===== src/rtl/scoreboard_status.sv =====
`default_nettype none
// ============================================================================
// Module      : scoreboard_status
// Description : Scoreboard status tracker for a small set of functional units
//               (FUs). Each FU walks IDLE -> READ -> EXEC -> WB. Operand
//               readiness (RAW), write-after-read holds (WAR) and the
//               per-register pending-writer map are maintained here.
// Ports       : clk, rst           - clock, synchronous active-high reset
//               issue_*            - issue request (FU, Fi, Fj, Fk)
//               exec_done          - per-FU execution-complete pulse
//               fu_busy            - per-FU busy flag
//               reg_result_fu      - one-hot pending writer per register
//               read_grant         - per-FU operand-read pulse
//               wb_grant           - per-FU writeback pulse
//               fu_fi              - destination register held by each FU
//               issue_err          - pulse one cycle after issue to busy FU
// Revision    : 1.0 - initial release
// ============================================================================
module scoreboard_status #(
    parameter int NUM_FUS  = 4,
    parameter int NUM_REGS = 32,
    parameter int REG_BITS = 5,
    parameter int FU_BITS  = 2
) (
    input  logic                        clk,
    input  logic                        rst,
    input  logic                        issue_valid,
    input  logic [FU_BITS-1:0]          issue_fu,
    input  logic [REG_BITS-1:0]         issue_fi,
    input  logic [REG_BITS-1:0]         issue_fj,
    input  logic [REG_BITS-1:0]         issue_fk,
    input  logic [NUM_FUS-1:0]          exec_done,
    output logic [NUM_FUS-1:0]          fu_busy,
    output logic [NUM_REGS*NUM_FUS-1:0] reg_result_fu,
    output logic [NUM_FUS-1:0]          read_grant,
    output logic [NUM_FUS-1:0]          wb_grant,
    output logic [NUM_FUS*REG_BITS-1:0] fu_fi,
    output logic                        issue_err
);

    localparam logic [1:0] c_IDLE = 2'd0;
    localparam logic [1:0] c_READ = 2'd1;
    localparam logic [1:0] c_EXEC = 2'd2;
    localparam logic [1:0] c_WB   = 2'd3;

    // Per-FU state
    logic [1:0]          r_state [NUM_FUS];
    logic [REG_BITS-1:0] r_fi    [NUM_FUS];
    logic [REG_BITS-1:0] r_fj    [NUM_FUS];
    logic [REG_BITS-1:0] r_fk    [NUM_FUS];
    logic [FU_BITS-1:0]  r_qj    [NUM_FUS];
    logic [FU_BITS-1:0]  r_qk    [NUM_FUS];
    logic [NUM_FUS-1:0]  r_rj;
    logic [NUM_FUS-1:0]  r_rk;

    logic [NUM_REGS*NUM_FUS-1:0] r_reg_result;
    logic                        r_issue_err;

    logic [NUM_FUS-1:0]          w_busy;
    logic [NUM_FUS-1:0]          w_read_grant;
    logic [NUM_FUS-1:0]          w_wb_grant;
    logic [NUM_FUS-1:0]          w_war_block;
    logic [NUM_FUS-1:0]          w_issue_sel;
    logic [NUM_FUS-1:0]          w_issue_go;
    logic                        w_issue_busy;
    logic [NUM_FUS-1:0]          w_field_j;
    logic [NUM_FUS-1:0]          w_field_k;
    logic                        w_rj_init;
    logic                        w_rk_init;
    logic [FU_BITS-1:0]          w_qj_init;
    logic [FU_BITS-1:0]          w_qk_init;
    logic [NUM_REGS*NUM_FUS-1:0] w_reg_result_nxt;

    function automatic logic [FU_BITS-1:0] f_oh2idx(input logic [NUM_FUS-1:0] oh);
        logic [FU_BITS-1:0] idx;
        idx = '0;
        for (int i = 0; i < NUM_FUS; i++) begin
            if (oh[i]) idx = idx | FU_BITS'(i);
        end
        return idx;
    endfunction

    // Per-FU status decode
    generate
        for (genvar f = 0; f < NUM_FUS; f++) begin : g_fu_status
            assign w_busy[f]       = (r_state[f] != c_IDLE);
            assign w_read_grant[f] = (r_state[f] == c_READ) && r_rj[f] && r_rk[f];
            assign w_wb_grant[f]   = (r_state[f] == c_WB) && !w_war_block[f];
            assign w_issue_sel[f]  = issue_valid && (issue_fu == FU_BITS'(f));
            assign fu_fi[f*REG_BITS +: REG_BITS] = r_fi[f];
        end
    endgenerate

    assign w_issue_go   = w_issue_sel & ~w_busy;
    assign w_issue_busy = |(w_issue_sel & w_busy);

    // WAR hold: an FU may not write a register that a READ-stage FU still
    // has marked as a ready (not yet read) operand.
    always_comb begin
        w_war_block = '0;
        for (int f = 0; f < NUM_FUS; f++) begin
            for (int g = 0; g < NUM_FUS; g++) begin
                if ((g != f) && (r_state[g] == c_READ) &&
                    (((r_fj[g] == r_fi[f]) && r_rj[g]) ||
                     ((r_fk[g] == r_fi[f]) && r_rk[g]))) begin
                    w_war_block[f] = 1'b1;
                end
            end
        end
    end

    // Pending-writer lookup for the issuing sources. The loop starts at
    // register 1 so that register 0 always reads as having no writer.
    always_comb begin
        w_field_j = '0;
        w_field_k = '0;
        for (int r = 1; r < NUM_REGS; r++) begin
            if (issue_fj == REG_BITS'(r)) w_field_j = r_reg_result[r*NUM_FUS +: NUM_FUS];
            if (issue_fk == REG_BITS'(r)) w_field_k = r_reg_result[r*NUM_FUS +: NUM_FUS];
        end
    end

    // A source is ready if it has no writer, or its writer is writing back
    // in this very cycle (the field is one-hot, so masking is sufficient).
    assign w_rj_init = ((w_field_j & ~w_wb_grant) == '0);
    assign w_rk_init = ((w_field_k & ~w_wb_grant) == '0);
    assign w_qj_init = f_oh2idx(w_field_j);
    assign w_qk_init = f_oh2idx(w_field_k);

    // Pending-writer map update. Writeback clears only the writer's own bit,
    // so a newer writer of the same register is never wiped out. A
    // same-cycle issue to that register is applied last and therefore wins.
    always_comb begin
        w_reg_result_nxt = r_reg_result;
        for (int f = 0; f < NUM_FUS; f++) begin
            if (w_wb_grant[f]) begin
                for (int r = 0; r < NUM_REGS; r++) begin
                    if (r_fi[f] == REG_BITS'(r)) w_reg_result_nxt[r*NUM_FUS + f] = 1'b0;
                end
            end
        end
        if (w_issue_go != '0) begin
            for (int r = 1; r < NUM_REGS; r++) begin
                if (issue_fi == REG_BITS'(r)) w_reg_result_nxt[r*NUM_FUS +: NUM_FUS] = w_issue_go;
            end
        end
    end

    always_ff @(posedge clk) begin
        if (rst) begin
            for (int f = 0; f < NUM_FUS; f++) begin
                r_state[f] <= c_IDLE;
                r_fi[f]    <= '0;
                r_fj[f]    <= '0;
                r_fk[f]    <= '0;
                r_qj[f]    <= '0;
                r_qk[f]    <= '0;
            end
            r_rj         <= '0;
            r_rk         <= '0;
            r_reg_result <= '0;
            r_issue_err  <= 1'b0;
        end else begin
            r_issue_err  <= w_issue_busy;
            r_reg_result <= w_reg_result_nxt;
            for (int f = 0; f < NUM_FUS; f++) begin
                case (r_state[f])
                    c_IDLE: begin
                        if (w_issue_go[f]) begin
                            r_state[f] <= c_READ;
                            r_fi[f]    <= issue_fi;
                            r_fj[f]    <= issue_fj;
                            r_fk[f]    <= issue_fk;
                            r_qj[f]    <= w_qj_init;
                            r_qk[f]    <= w_qk_init;
                            r_rj[f]    <= w_rj_init;
                            r_rk[f]    <= w_rk_init;
                        end
                    end
                    c_READ: begin
                        if (w_read_grant[f]) begin
                            r_state[f] <= c_EXEC;
                            r_rj[f]    <= 1'b0;
                            r_rk[f]    <= 1'b0;
                        end else begin
                            // Wake waiting operands when their producer writes back
                            if (!r_rj[f] && w_wb_grant[r_qj[f]]) r_rj[f] <= 1'b1;
                            if (!r_rk[f] && w_wb_grant[r_qk[f]]) r_rk[f] <= 1'b1;
                        end
                    end
                    c_EXEC: begin
                        if (exec_done[f]) r_state[f] <= c_WB;
                    end
                    default: begin
                        if (w_wb_grant[f]) r_state[f] <= c_IDLE;
                    end
                endcase
            end
        end
    end

    assign fu_busy       = w_busy;
    assign read_grant    = w_read_grant;
    assign wb_grant      = w_wb_grant;
    assign reg_result_fu = r_reg_result;
    assign issue_err     = r_issue_err;

endmodule
`default_nettype wire

===== config.mk =====
export PLATFORM = sky130hd
export DESIGN_NAME = scoreboard_status
export DESIGN_NICKNAME = d
export VERILOG_FILES = /design/src/rtl/scoreboard_status.sv
export SDC_FILE = /design/constraint.sdc
export NUM_CORES = 1
export LEC_CHECK = 0
export ABC_AREA = 1
export CAP_MARGIN = 20
export CORE_UTILIZATION = 34
export CTS_BUF_LIST = sky130_fd_sc_hd__clkbuf_16
export DETAILED_ROUTE_END_ITERATION = 7
export PLACE_DENSITY = 0.64
export REMOVE_ABC_BUFFERS = 1
export SETUP_SLACK_MARGIN = 0.5
export SLEW_MARGIN = 20
export SYNTH_ARGS = -nofsm -noshare
export SYNTH_HDL_FRONTEND = slang
export SYNTH_SLANG_ARGS = --single-unit

===== constraint.sdc =====
create_clock -name clk -period 3.1 [get_ports clk]
set_input_delay 0.62 -clock clk [delete_from_list [all_inputs] [get_ports clk]]
set_output_delay 0.62 -clock clk [all_outputs]
set_load 0.03 [all_outputs]

-- Word level (Yosys, flattened, before mapping)
Memories as Yosys holds them, arrays and structs flattened.
Index checks and enable logic that the tools add are counted.
- register bits: 133
- memory bits (writable): 84
- memories: 6
- equality and inequality tests: 268
- reduce and logical (&&, ||, !) cells: 113
- multiplexer cells: 510
- $lt $le $gt $ge: 8
- bitwise operators: 42
- memories (name ; depth ; bits a word ; read ports ; clocked after memory_dff ; wr ports ; line ; text):
    r_fi ; 4 ; 5 ; 4 ; 0 ; 4 ; 48 ; logic [REG_BITS-1:0] r_fi [NUM_FUS];
    r_fj ; 4 ; 5 ; 4 ; 0 ; 4 ; 49 ; logic [REG_BITS-1:0] r_fj [NUM_FUS];
    r_fk ; 4 ; 5 ; 4 ; 0 ; 4 ; 50 ; logic [REG_BITS-1:0] r_fk [NUM_FUS];
    r_qj ; 4 ; 2 ; 4 ; 0 ; 4 ; 51 ; logic [FU_BITS-1:0] r_qj [NUM_FUS];
    r_qk ; 4 ; 2 ; 4 ; 0 ; 4 ; 52 ; logic [FU_BITS-1:0] r_qk [NUM_FUS];
    r_state ; 4 ; 2 ; 4 ; 0 ; 4 ; 47 ; logic [1:0] r_state [NUM_FUS];
- operators by type and width (cell ; number):
    5-bit == test, second input constant ; 112
    4-bit 2-to-1 mux ; 93
    1-bit 2-to-1 mux ; 360
    5-bit by 4-bit == test with 1-bit output, second input constant ; 56
    5-bit by 3-bit == test with 1-bit output, second input constant ; 28
    124-bit 2-to-1 mux ; 1
    5-bit == test ; 24
    5-bit by 2-bit == test with 1-bit output, second input constant ; 14
    1-bit logical AND ; 60
    5-bit 2-to-1 mux ; 12
    2-bit 2-to-1 mux ; 28
    1-bit bitwise OR ; 36
    5-bit by 1-bit == test with 1-bit output, second input constant ; 7
    2-bit by 3-bit less-than comparator with 1-bit output, second input constant ; 8
    3-bit by 2-bit != test with 1-bit output, second input constant ; 8
    3-bit AND reduction ; 8
    2-bit == test, second input constant ; 10
    4-bit AND ; 4
    1-bit binary-select mux with 2-bit select ; 8
    1-bit case mux with 2 select lines ; 8
    2-bit nonzero test ; 8
    1-bit logical NOT ; 12
    1-bit logical OR ; 12
    3-bit OR reduction ; 4
    other kinds (7) ; 20

-- Depth between registers and ports, before layout
Gate-level depths: netlist of the first run.
- word-level depth: 36
- gate-level depth with buffers: 33

-- Least setup slack after synthesis of the first run
OpenSTA, ideal clock, no wires.
- path type: register -> register
- start point: mem r_fi[2][4]
- end point: reg r_rk[3]
- period minus slack after synthesis: 2.919 ns
- slack: 0.181 ns
- data arrival time: 2.789 ns
- cell stages (with the launch flop): 16
- library setup time: 0.130 ns
- cell sequence: edfxtp_1 -> buf_2 -> clkinv_1 -> a221oi_1 -> nand3_1 -> a21oi_1 -> or2_2 -> inv_1 -> nand2_1 -> clkinv_1 -> o21ai_0 -> o32ai_1 -> a21oi_1 -> nor2_1 -> nand2_1 -> a21oi_1
- RTL lines (item ; line ; text):
    start: declaration ; 48 ;
    end signal: indexed assignment ; 177 ; r_rk[f] <= w_rk_init;
    end: declaration ; 54 ; logic [NUM_FUS-1:0] r_rk;

==> results of run 1 <==
[area by class of cell]
class | instances | area share, %
Tap cell | 525 | 3.135
Timing Repair Buffer | 514 | 22.38
Sequential cell | 217 | 24.78
Inverter | 316 | 6.097
Multi-Input combinational cell | 1473 | 39.80
Clock buffer | 25 | 2.986
Clock inverter | 21 | 0.8300
[worst max-delay path, stage by stage]
cell and delay, ns:
buf_6 0.08, buf_12 0.13, inv_8 0.04, nand4_1 0.13, buf_4 0.14, nor2_2 0.04, nor2_4 0.14, nand3_2 0.07
a21o_1 0.17, nand2_1 0.06, nand4_1 0.12, nand2_2 0.13, nand4_1 0.09, nand2_1 0.09, nand2_1 0.07, nand2_1 0.07
nand2_1 0.05, nand2_1 0.08, nand4_1 0.21, nand2_1 0.17, nand3_2 0.09, nand2_2 0.07, nand2_1 0.05, nand2_1 0.07
nand2_2 0.08, a22o_1 0.20, inv_2 0.12, nor2_1 0.06
[cells by family after synthesis]
family / share of synthesized area, %
compound gates: 22.91
xor+xnor: 1.002
buf+inv: 10.86
flops: 37.09
other cells: 0.02682
simple gates: 28.11
[sequential cells by signal, indices dropped and copies added (netlist names), 4 cells and up]
signal and flops:
r_fi 20, r_fj 20, r_fk 20, r_qj 8
r_qk 8, r_rj 4, r_rk 4, r_state 8
reg_result_fu 124
[power breakdown]
part	switching (mW)	internal [mW]	leakage, nW
sequential	0.126	3.06	1.95
clock	1.40	1.59	0.393
combinational	1.19	0.663	6.29
total	2.71	5.31	8.64
[how the worst max path moves through the flow]
stage	endpoint	depth (start not counted)
3_3_place_gp	r_rj[1]	32
6_report	r_qj[3][0]	28
5_1_grt	r_qj[3][0]	31
4_1_cts	r_rj[0]	31
3_5_place_dp	r_rj[3]	32
2_1_floorplan	r_rj[2]	14
[cells in the final DEF, fill, tap and decap left out, drive strengths merged, types with 43 or more instances in the layout]
master           n
nand2          444
buf            348
inv            313
nor2           254
o21ai          203
clkdlybuf4s50  154
nand3          149
dfxtp          133
a21oi          108
a22oi           86
edfxtp          84
o22ai           43
[through the flow]
stage               setup slack [ns]  power, mW
global placement              -1.321      4.695
floorplan                    -0.5881      3.906
global route                 -0.2077      8.213
CTS                         -0.01021      7.752
finish                      -0.03968      8.022
detailed placement            -1.264      4.695
[metal layers]
| metal | up-vias | wire length [um] | part of all wire (%) | global-route usage (%) |
|---|---|---|---|---|
| met2 | 1427 | 34140 | 41 | 56.07 |
| met1 | 8602 | 33720 | 41 | 53.04 |
| met5 | - | 0 | 0 | 0 |
| li1 | 7985 | - | - | - |
| met4 | 0 | 4203 | 5.1 | 16.66 |
| met3 | 250 | 10370 | 13 | 8.241 |
[timing repair]
action,4_1_cts,5_1_grt
setup endpoints to repair,125,92
buffers inserted,43,36
resized for setup,258,241
gates cloned,1,2
pin swaps,90,120
==> flow_metrics.env, run 1 <==
export IMPL_rsz0062_at_grt="yes"
export IMPL_num_fill_cells=3940
export IMPL_clkTransAtPathRegs_ns=0.06
export IMPL_wl_per_cell_um=26.67
export IMPL_cp_required_ns=3.39
export IMPL_synthTopCellsByCount="442 x nand2_1, 286 x inv_1, 238 x nor2_1"
export IMPL_drcViolationCount=0
export IMPL_initial_core_util_pct=34.86
export IMPL_grt_max_degree=51
export IMPL_worst_hold_slack_ns=0.4853
export IMPL_synth_main_ff_cell="dfxtp_1"
export IMPL_yosysSeqAreaShare_pct=37.09
export IMPL_min_to="reg_result_fu[120]"
export IMPL_worstHoldPathType="reg2reg"
export IMPL_placedCellCount=2963
export IMPL_layout_drive_gt1_share_pct=27.05
export IMPL_htreeDepth=1
export IMPL_report_final_slew_viol_count=0
export IMPL_dieArea_sq_um=41930
export IMPL_violations="negative setup slack"
export IMPL_startpoint="issue_fj[4]"
export IMPL_arrival_ns=3.43
export IMPL_reg2reg_to="r_qj[3][0]"
export IMPL_reg2reg_depth=22
export IMPL_root_buffer="clkbuf_16"
export IMPL_skew_ns=0.03817
export IMPL_gp_congestion=1.174
export IMPL_synth_most_common_cell="nand2_1"
export IMPL_grt_pass1_wl_um=115900
export IMPL_drtIter0Drc=2888
export IMPL_hpwl_um=62900
export IMPL_worstPathMaxFanout=4
export IMPL_nets=2571
export IMPL_seq_area_sq_um=5191
export IMPL_tns_ns=-0.07141
export IMPL_period_minus_slack_ns=3.140
export IMPL_synth_edf_count=84
export IMPL_dr_total_vias=18260
export IMPL_io_pins=185
export IMPL_viasPerCell=5.909
export IMPL_hold_buffers=0
export IMPL_final_util_pct=52.25
export IMPL_yosysTopAreaCell="dfxtp_1"
export IMPL_postLayoutCellArea_sq_um=20950
export IMPL_outcome="finished with violations"
export IMPL_synth_seq_cells=217
export IMPL_diodes=0
export IMPL_cts_made_buffers=25
export IMPL_setup_viol=6
export IMPL_timing_worst_setup_path_type="in2reg"
export IMPL_die_x_um=204.8
export IMPL_ys_types=46
export IMPL_async_flop_share_pct=0
export IMPL_grt_pass1_vias=16750
export IMPL_port_buffers=180
export IMPL_instances_no_fill=3091
export IMPL_r2r_slack_ns=0.02
export IMPL_antenna_found_initial=1
export IMPL_synthTopCellsByArea="dfxtp_1 19%, edfxtp_1 18%, nand2_1 12%, inv_1 7.7%, o21ai_0 7.1%"
export IMPL_overflow=0
export IMPL_p_per_area_nw_per_um2=382.9
export IMPL_startpoint_type="primary input"
export IMPL_ys_warn_count=0
export IMPL_core_sq_um=40100
export IMPL_p_leak_nw=8.636
export IMPL_clk_path_buf_depth=3
export IMPL_num_rows=73
export IMPL_drtPass1Iterations=7
export IMPL_postPlaceCellArea_sq_um=18130
export IMPL_reg2reg_from="reg_result_fu[23]"
export IMPL_drt_total_wl_um=82430
export IMPL_min_from="reg_result_fu[120]"
export IMPL_finalCritPeriodShare_pct=101.3
export IMPL_die_h_um=204.8
export IMPL_netlist_area_sq_um=13980
export IMPL_setup_ws_ns=-0.03968
export IMPL_slew_headroom_pct=39.08
export IMPL_clock_sinks=217
export IMPL_areaGrowthSynthToFinish_pct=49.88
export IMPL_cap_viol_max_count=0
export IMPL_cts_tree="yes"
export IMPL_yosys_area_top_type_share_pct=19.05
export IMPL_max_freq_ghz=0.3185
export IMPL_insertion_delay_ns=0.58
export IMPL_peakVddDrop_uv=306.4
export IMPL_ant_nets=0
export IMPL_multiInputGateArea_sq_um=8339
export IMPL_synth_area_per_cell_sq_um=6.715
export IMPL_hold_depth=2
export IMPL_hold_viol_final=0
export IMPL_worst_pin_slew_ns=0.9104
export IMPL_synth_cells=2082
export IMPL_track_usage_pct=38.09
export IMPL_worstSetupEndpointType="flop"
Note: power is estimated with default switching activity, not from simulation.
==> run 2: changes to the inputs <==
--- a/config.mk
+++ b/config.mk
@@ -10,6 +10,7 @@
 export CORE_UTILIZATION = 34
 export CTS_BUF_LIST = sky130_fd_sc_hd__clkbuf_16
 export DETAILED_ROUTE_END_ITERATION = 7
+export GPL_ROUTABILITY_DRIVEN = 0
 export PLACE_DENSITY = 0.64
 export REMOVE_ABC_BUFFERS = 1
 export SETUP_SLACK_MARGIN = 0.5
==> flow_metrics.env, run 2 (synthesis gave the netlist of run 1 again) <==
export IMPL_initial_core_util_pct=34.86
export IMPL_num_rows=73
export IMPL_io_pins=185
export IMPL_dieArea_sq_um=41930
export IMPL_hpwl_um=55600
export IMPL_postLayoutCellArea_sq_um=20180
export IMPL_cap_viol_max_count=0
export IMPL_hold_depth=2
export IMPL_worst_pin_slew_ns=1.090
export IMPL_clk_path_buf_depth=3
export IMPL_reg2reg_from="reg_result_fu[10]"
export IMPL_drcViolationCount=0
export IMPL_cp_slowest_cell="nor2_4"
export IMPL_root_buffer="clkbuf_16"
export IMPL_r2r_slack_ns=-0.11
export IMPL_ant_nets=0
export IMPL_cp_required_ns=3.57
export IMPL_worstSetupEndpointType="flop"
export IMPL_clock_sinks=217
export IMPL_arrival_ns=3.79
export IMPL_worstHoldPathType="reg2reg"
export IMPL_p_per_area_nw_per_um2=400.0
export IMPL_max_freq_ghz=0.3014
export IMPL_grt_pass1_vias=17170
export IMPL_layout_common_cells="412 x nand2_1, 261 x inv_1, 252 x buf_4, 216 x nor2_1, 186 x o21ai_0"
export IMPL_critical_path_most_common_cell="nand2_1"
export IMPL_wl_per_cell_um=24.73
export IMPL_grt_max_degree=50
export IMPL_timing_worst_setup_path_type="in2reg"
export IMPL_p_sw_mw=2.536
export IMPL_outcome="finished with violations"
export IMPL_violations="negative setup slack"
export IMPL_port_buffers=180
export IMPL_skew_ns=0.03301
export IMPL_power_internal_mw=5.536
export IMPL_die_x_um=204.8
export IMPL_peakVddDrop_uv=425.0
export IMPL_setup_viol=13
export IMPL_switching_share_pct=31.42
export IMPL_largest_register_ff_count=124
export IMPL_rsz0062_at_grt="yes"
export IMPL_startpoint_type="primary input"
export IMPL_worst_hold_slack_ns=0.5042
export IMPL_nets=2529
export IMPL_postPlaceCellArea_sq_um=17910
export IMPL_htreeDepth=1
export IMPL_cp_endpoint="r_rj[3]"
export IMPL_antenna_found_initial=0
export IMPL_hold_viol_final=0
export IMPL_drt_total_wl_um=75430
export IMPL_viasPerCell=6.107
export IMPL_grt_pass1_wl_um=109000
export IMPL_critPathMaxStageDelay_ns=0.24
export IMPL_dr_total_vias=18630
export IMPL_tns_ns=-2.204
export IMPL_core_sq_um=40100
export IMPL_startpoint="issue_fj[4]"
export IMPL_period_minus_slack_ns=3.317
export IMPL_reg2reg_to="r_rj[3]"
export IMPL_finalCritPeriodShare_pct=107.0
export IMPL_p_leak_nw=8.250
export IMPL_insertion_delay_ns=0.56
export IMPL_drtPass1Iterations=8
export IMPL_drtIter0Drc=3301
export IMPL_cts_made_buffers=26
export IMPL_power_frac_clock_pct=39.5
export IMPL_layout_drive_gt1_share_pct=22.89
export IMPL_areaGrowthSynthToFinish_pct=44.37
export IMPL_num_fill_cells=3831
export IMPL_reg2reg_depth=28
export IMPL_clkTransAtPathRegs_ns=0.06
export IMPL_die_h_um=204.8
export IMPL_power_frac_seq_pct=39.3
export IMPL_report_final_slew_viol_count=0
export IMPL_worstPathMaxFanout=4
export IMPL_hold_buffers=0
export IMPL_slew_headroom_pct=27.08
export IMPL_diodes=0
export IMPL_overflow=0
export IMPL_setup_ws_ns=-0.2173
export IMPL_layout_commonest_cell="nand2_1"
export IMPL_track_usage_pct=34.91
export IMPL_power_frac_comb_pct=21.2
export IMPL_cts_tree="yes"
[run 2: cell count changes in the layout (fill, tap and decap cells not counted), sizes merged, moves of 3 or more]
| cell | before | now |
|---|---|---|
| buf | 348 | 307 |
| bufinv | 1 | 4 |
| clkdlybuf4s50 | 154 | 157 |
| dlygate4sd2 | 5 | 2 |
| inv | 313 | 310 |
[run 2: what timing repair did]
item                       in CTS  in global routing
setup endpoints to repair     108                 68
pin swaps                      68                 67
buffers inserted               41                 22
gates cloned                    1                  0
gates resized for setup       229                118
[run 2: how the worst min path moves through the flow]
| stage | startpoint | end | slack (ns) |
|---|---|---|---|
| 2_1_floorplan | r_rk[3] | r_rk[3] | 0.45 |
| 3_3_place_gp | r_rk[3] | r_rk[3] | 0.47 |
| 3_5_place_dp | r_rk[3] | r_rk[3] | 0.48 |
| 4_1_cts | r_rk[3] | r_rk[3] | 0.49 |
| 5_1_grt | reg_result_fu[127] | reg_result_fu[127] | 0.54 |
| 6_report | reg_result_fu[56] | reg_result_fu[56] | 0.50 |
[run 2: cell type report]
type | instances | area, sq um | area share (%)
timing repair buffer | 471 | 4228 | 20.95
clock inverter | 21 | 198.9 | 0.9857
tap | 525 | 656.9 | 3.255
clock buffer | 27 | 675.6 | 3.348
sequential | 217 | 5186 | 25.70
multi-input combinational | 1473 | 7996 | 39.62
inverter | 316 | 1241 | 6.150
[run 2: metrics by stage]
stage / total power [mW] / instances / setup WS (ns) / util (%)
4_1_cts: 7.898 / 3028 / -0.08929 / 48.97
6_report: 8.072 / 3050 / -0.2173 / 50.34
5_1_grt: 8.241 / 3050 / -0.3102 / 50.34
2_1_floorplan: 3.906 / 2006 / -0.5881 / -
3_3_place_gp: 4.620 / 2938 / -1.453 / 44.68
3_5_place_dp: 4.634 / 2938 / -1.451 / 44.68
[run 2: worst max-delay path, delay by kind of cell]
kind	cells	cell delay [ns]
and+or+nand+nor	28	2.78
AOI/OAI and AO/OA	1	0.14
buffers and inverters	3	0.25
[run 2: power groups by stage]
stage	clock (mW)	combinational [mW]	sequential [mW]
2_1_floorplan	0	0.645	3.26
3_3_place_gp	0	1.40	3.22
3_5_place_dp	0	1.41	3.22
4_1_cts	3.19	1.55	3.16
5_1_grt	3.29	1.77	3.18
6_report	3.19	1.71	3.17
[run 2: routing by layer]
metal  vias up  routed length, um  GRT usage (%)
met3       455              12250          12.81
met4         0               6251          21.67
met1      8521              27310          44.62
met2      1741              29620          49.37
met5         -                  0              0
li1       7910                  -              -
==> RTL change, RTL diff (flow settings as in run 1) <==
`r_reg_result` no longer has a reset.
--- a/src/rtl/scoreboard_status.sv
+++ b/src/rtl/scoreboard_status.sv
@@ -159,9 +159,7 @@
             r_rj         <= '0;
             r_rk         <= '0;
-            r_reg_result <= '0;
             r_issue_err  <= 1'b0;
         end else begin
             r_issue_err  <= w_issue_busy;
-            r_reg_result <= w_reg_result_nxt;
             for (int f = 0; f < NUM_FUS; f++) begin
                 case (r_state[f])
@@ -200,4 +198,8 @@
     end
 
+    always_ff @(posedge clk) begin
+        r_reg_result <= w_reg_result_nxt;
+    end
+
     assign fu_busy       = w_busy;
     assign read_grant    = w_read_grant;
Formal check against the unedited RTL: not equivalent (a bounded check fails within 4 cycles, from zero or initial values and one cycle with rst high).
==> RTL change against run 1 <==
- the flow still finishes with violations (setup timing)
- via count fell by 4.3%
- power increased by 16%
- sequential cell count did not move
- final area shrank 4.7%
- first-iteration DRC count decreased by 25%
- count of clock-buffer cells in the layout is 4 higher
- routed wire length shrank 6.1%
- synthesized cell count is 4.9% lower
- worst setup slack got worse by 180 ps
- area after synthesis shrank 3.8%
- hold slack gained 20 ps
==> RTL change: results (changes against run 1) <==
* RePlAce Congestion at 1.111 (was 1.174)
* Number of clock buffers inserted by TritonCTS at 27 (was 25)
* Setup TNS at -1643 ps (was -71.41 ps)
* GR Util met2 at 57.28% (was 56.07%)
* First-pass GRT wire length at 109.9 mm (was 115.9 mm)
* Crit path from: issue_fj[2] (was issue_fj[4])
* Total Routing Usage GR at 36.91% (was 38.09%)
* Worst hold path startpoint: reg_result_fu[97] (was reg_result_fu[120])
* Worst r2r src: reg_result_fu[13] (was reg_result_fu[23])
* Final Total Pwr at 9.298 mW (was 8.022 mW)
* Ratio of cells with drive above 1 in the final layout at 24.08% (was 27.05%)
* Largest net degree at the start of global routing at 33 (was 51)
* Seq/Total Area, Yosys at 38.56% (was 37.09%)
* Setup Buffers After CTS at 42 (was 43)
* Initial antenna violation count at 0 (was 1)
* Post-synth EDFFs at 84 (unchanged)
* Final WS setup at -218.7 ps (was -39.68 ps)
* Clock Path Buffers at 3 (unchanged)
* Met2 wire len at 33.44 mm (was 34.14 mm)
* Via/cell ratio at 5.882 (was 5.909)
* Maximum vdd drop at 401.4 uV (was 306.4 uV)
* Resized cells post-CTS at 199 (was 258)
* Nets at 2457 (was 2571)
* Met3 wire length at 9.364 mm (was 10.37 mm)
* Number of global-route vias before repair at 16695 (was 16752)
* GR met1 Demand/Resource at 45.43% (was 53.04%)
* GRT met3 Usage at 9.140% (was 8.241%)
* Skew final at 13.43 ps (was 38.17 ps)
* Placed cell areas at 17440 sq um (was 18130 sq um)
* Worst hold margin at 505.3 ps (was 485.3 ps)
* Post-DP HPWL at 58.48 mm (was 62.90 mm)
* Ys Warns at 0 (unchanged)
* Outcome: finished, violations left (unchanged)
* Hold path endpoint: reg_result_fu[97] (was reg_result_fu[120])
* Placed insts at 2841 (was 2963)
* Most frequent cells after synthesis: nand2_1, nor2_1, inv_1 (was nand2_1, inv_1, nor2_1)
* Seq. pwr at 3.59 mW (was 3.18 mW)
* Starting DRT DRC Count at 2171 (was 2888)
* P_clk at 3.11 mW (was 2.99 mW)
* Failing checks: setup timing (unchanged)
* Largest register FFs at 124 (unchanged)
* Most used DFF post-synth: dfxtp_1 (unchanged)
* Netlist cell types at 51 (was 46)
* DP Worst Slack at -1365 ps (was -1264 ps)
* Final wirelength at 77.43 mm (was 82.43 mm)
* Slew @ Worst Pin at 930.8 ps (was 910.4 ps)
* Final core area utilization at 51.40% (was 52.25%)
* Reg2Reg Setup Slack at -130 ps (was 20 ps)
* Final setup viols at 13 (was 6)
* Internal power at 5.879 mW (was 5.312 mW)
* Post-Syn Instances at 1981 (was 2082)
* Worst reg2reg path depth at 22 (unchanged)
* Critical path capture point: r_qj[0][0] (was r_qj[3][0])
* TritonRoute pass-1 iters at 6 (was 7)
* Top cells by area, synth: dfxtp_1, edfxtp_1, nand2_1, nor2_1, inv_1 (was dfxtp_1, edfxtp_1, nand2_1, inv_1, o21ai_0)
[RTL change: cell types whose count changed in the layout (fill, tap and decap cells not counted), moves of 24 or more]
cell / delta
a22oi_1: -81
buf_4: -29
inv_1: -57
nand2_1: +36
nor3_1: +41
o211ai_1: +24
o21ai_0: -49
o22ai_1: +32
[RTL change: logic make-up (layout without fill, tap and decap cells)]
group,count (synthesis),after routing,share of synthesized area [%]
muxes,4,4,0.2978
DFF,217,217,38.56
xor gates and xnor gates,15,15,0.9770
and+or+nand+nor,973,973,30.86
other,1,4,0.02789
buffers and inverters,329,799,9.417
AOI/OAI and AO/OA,442,442,19.87
[RTL change: cell type report]
type | count | area (sq um)
timing repair inverter | 1 | 7.507
timing repair buffer | 490 | 4501
inverter | 258 | 1055
multi-input combinational | 1438 | 7714
clock buffer | 29 | 725.7
sequential | 217 | 5186
fill | 3771 | 18870
tap | 518 | 648.1
clock inverter | 21 | 121.4
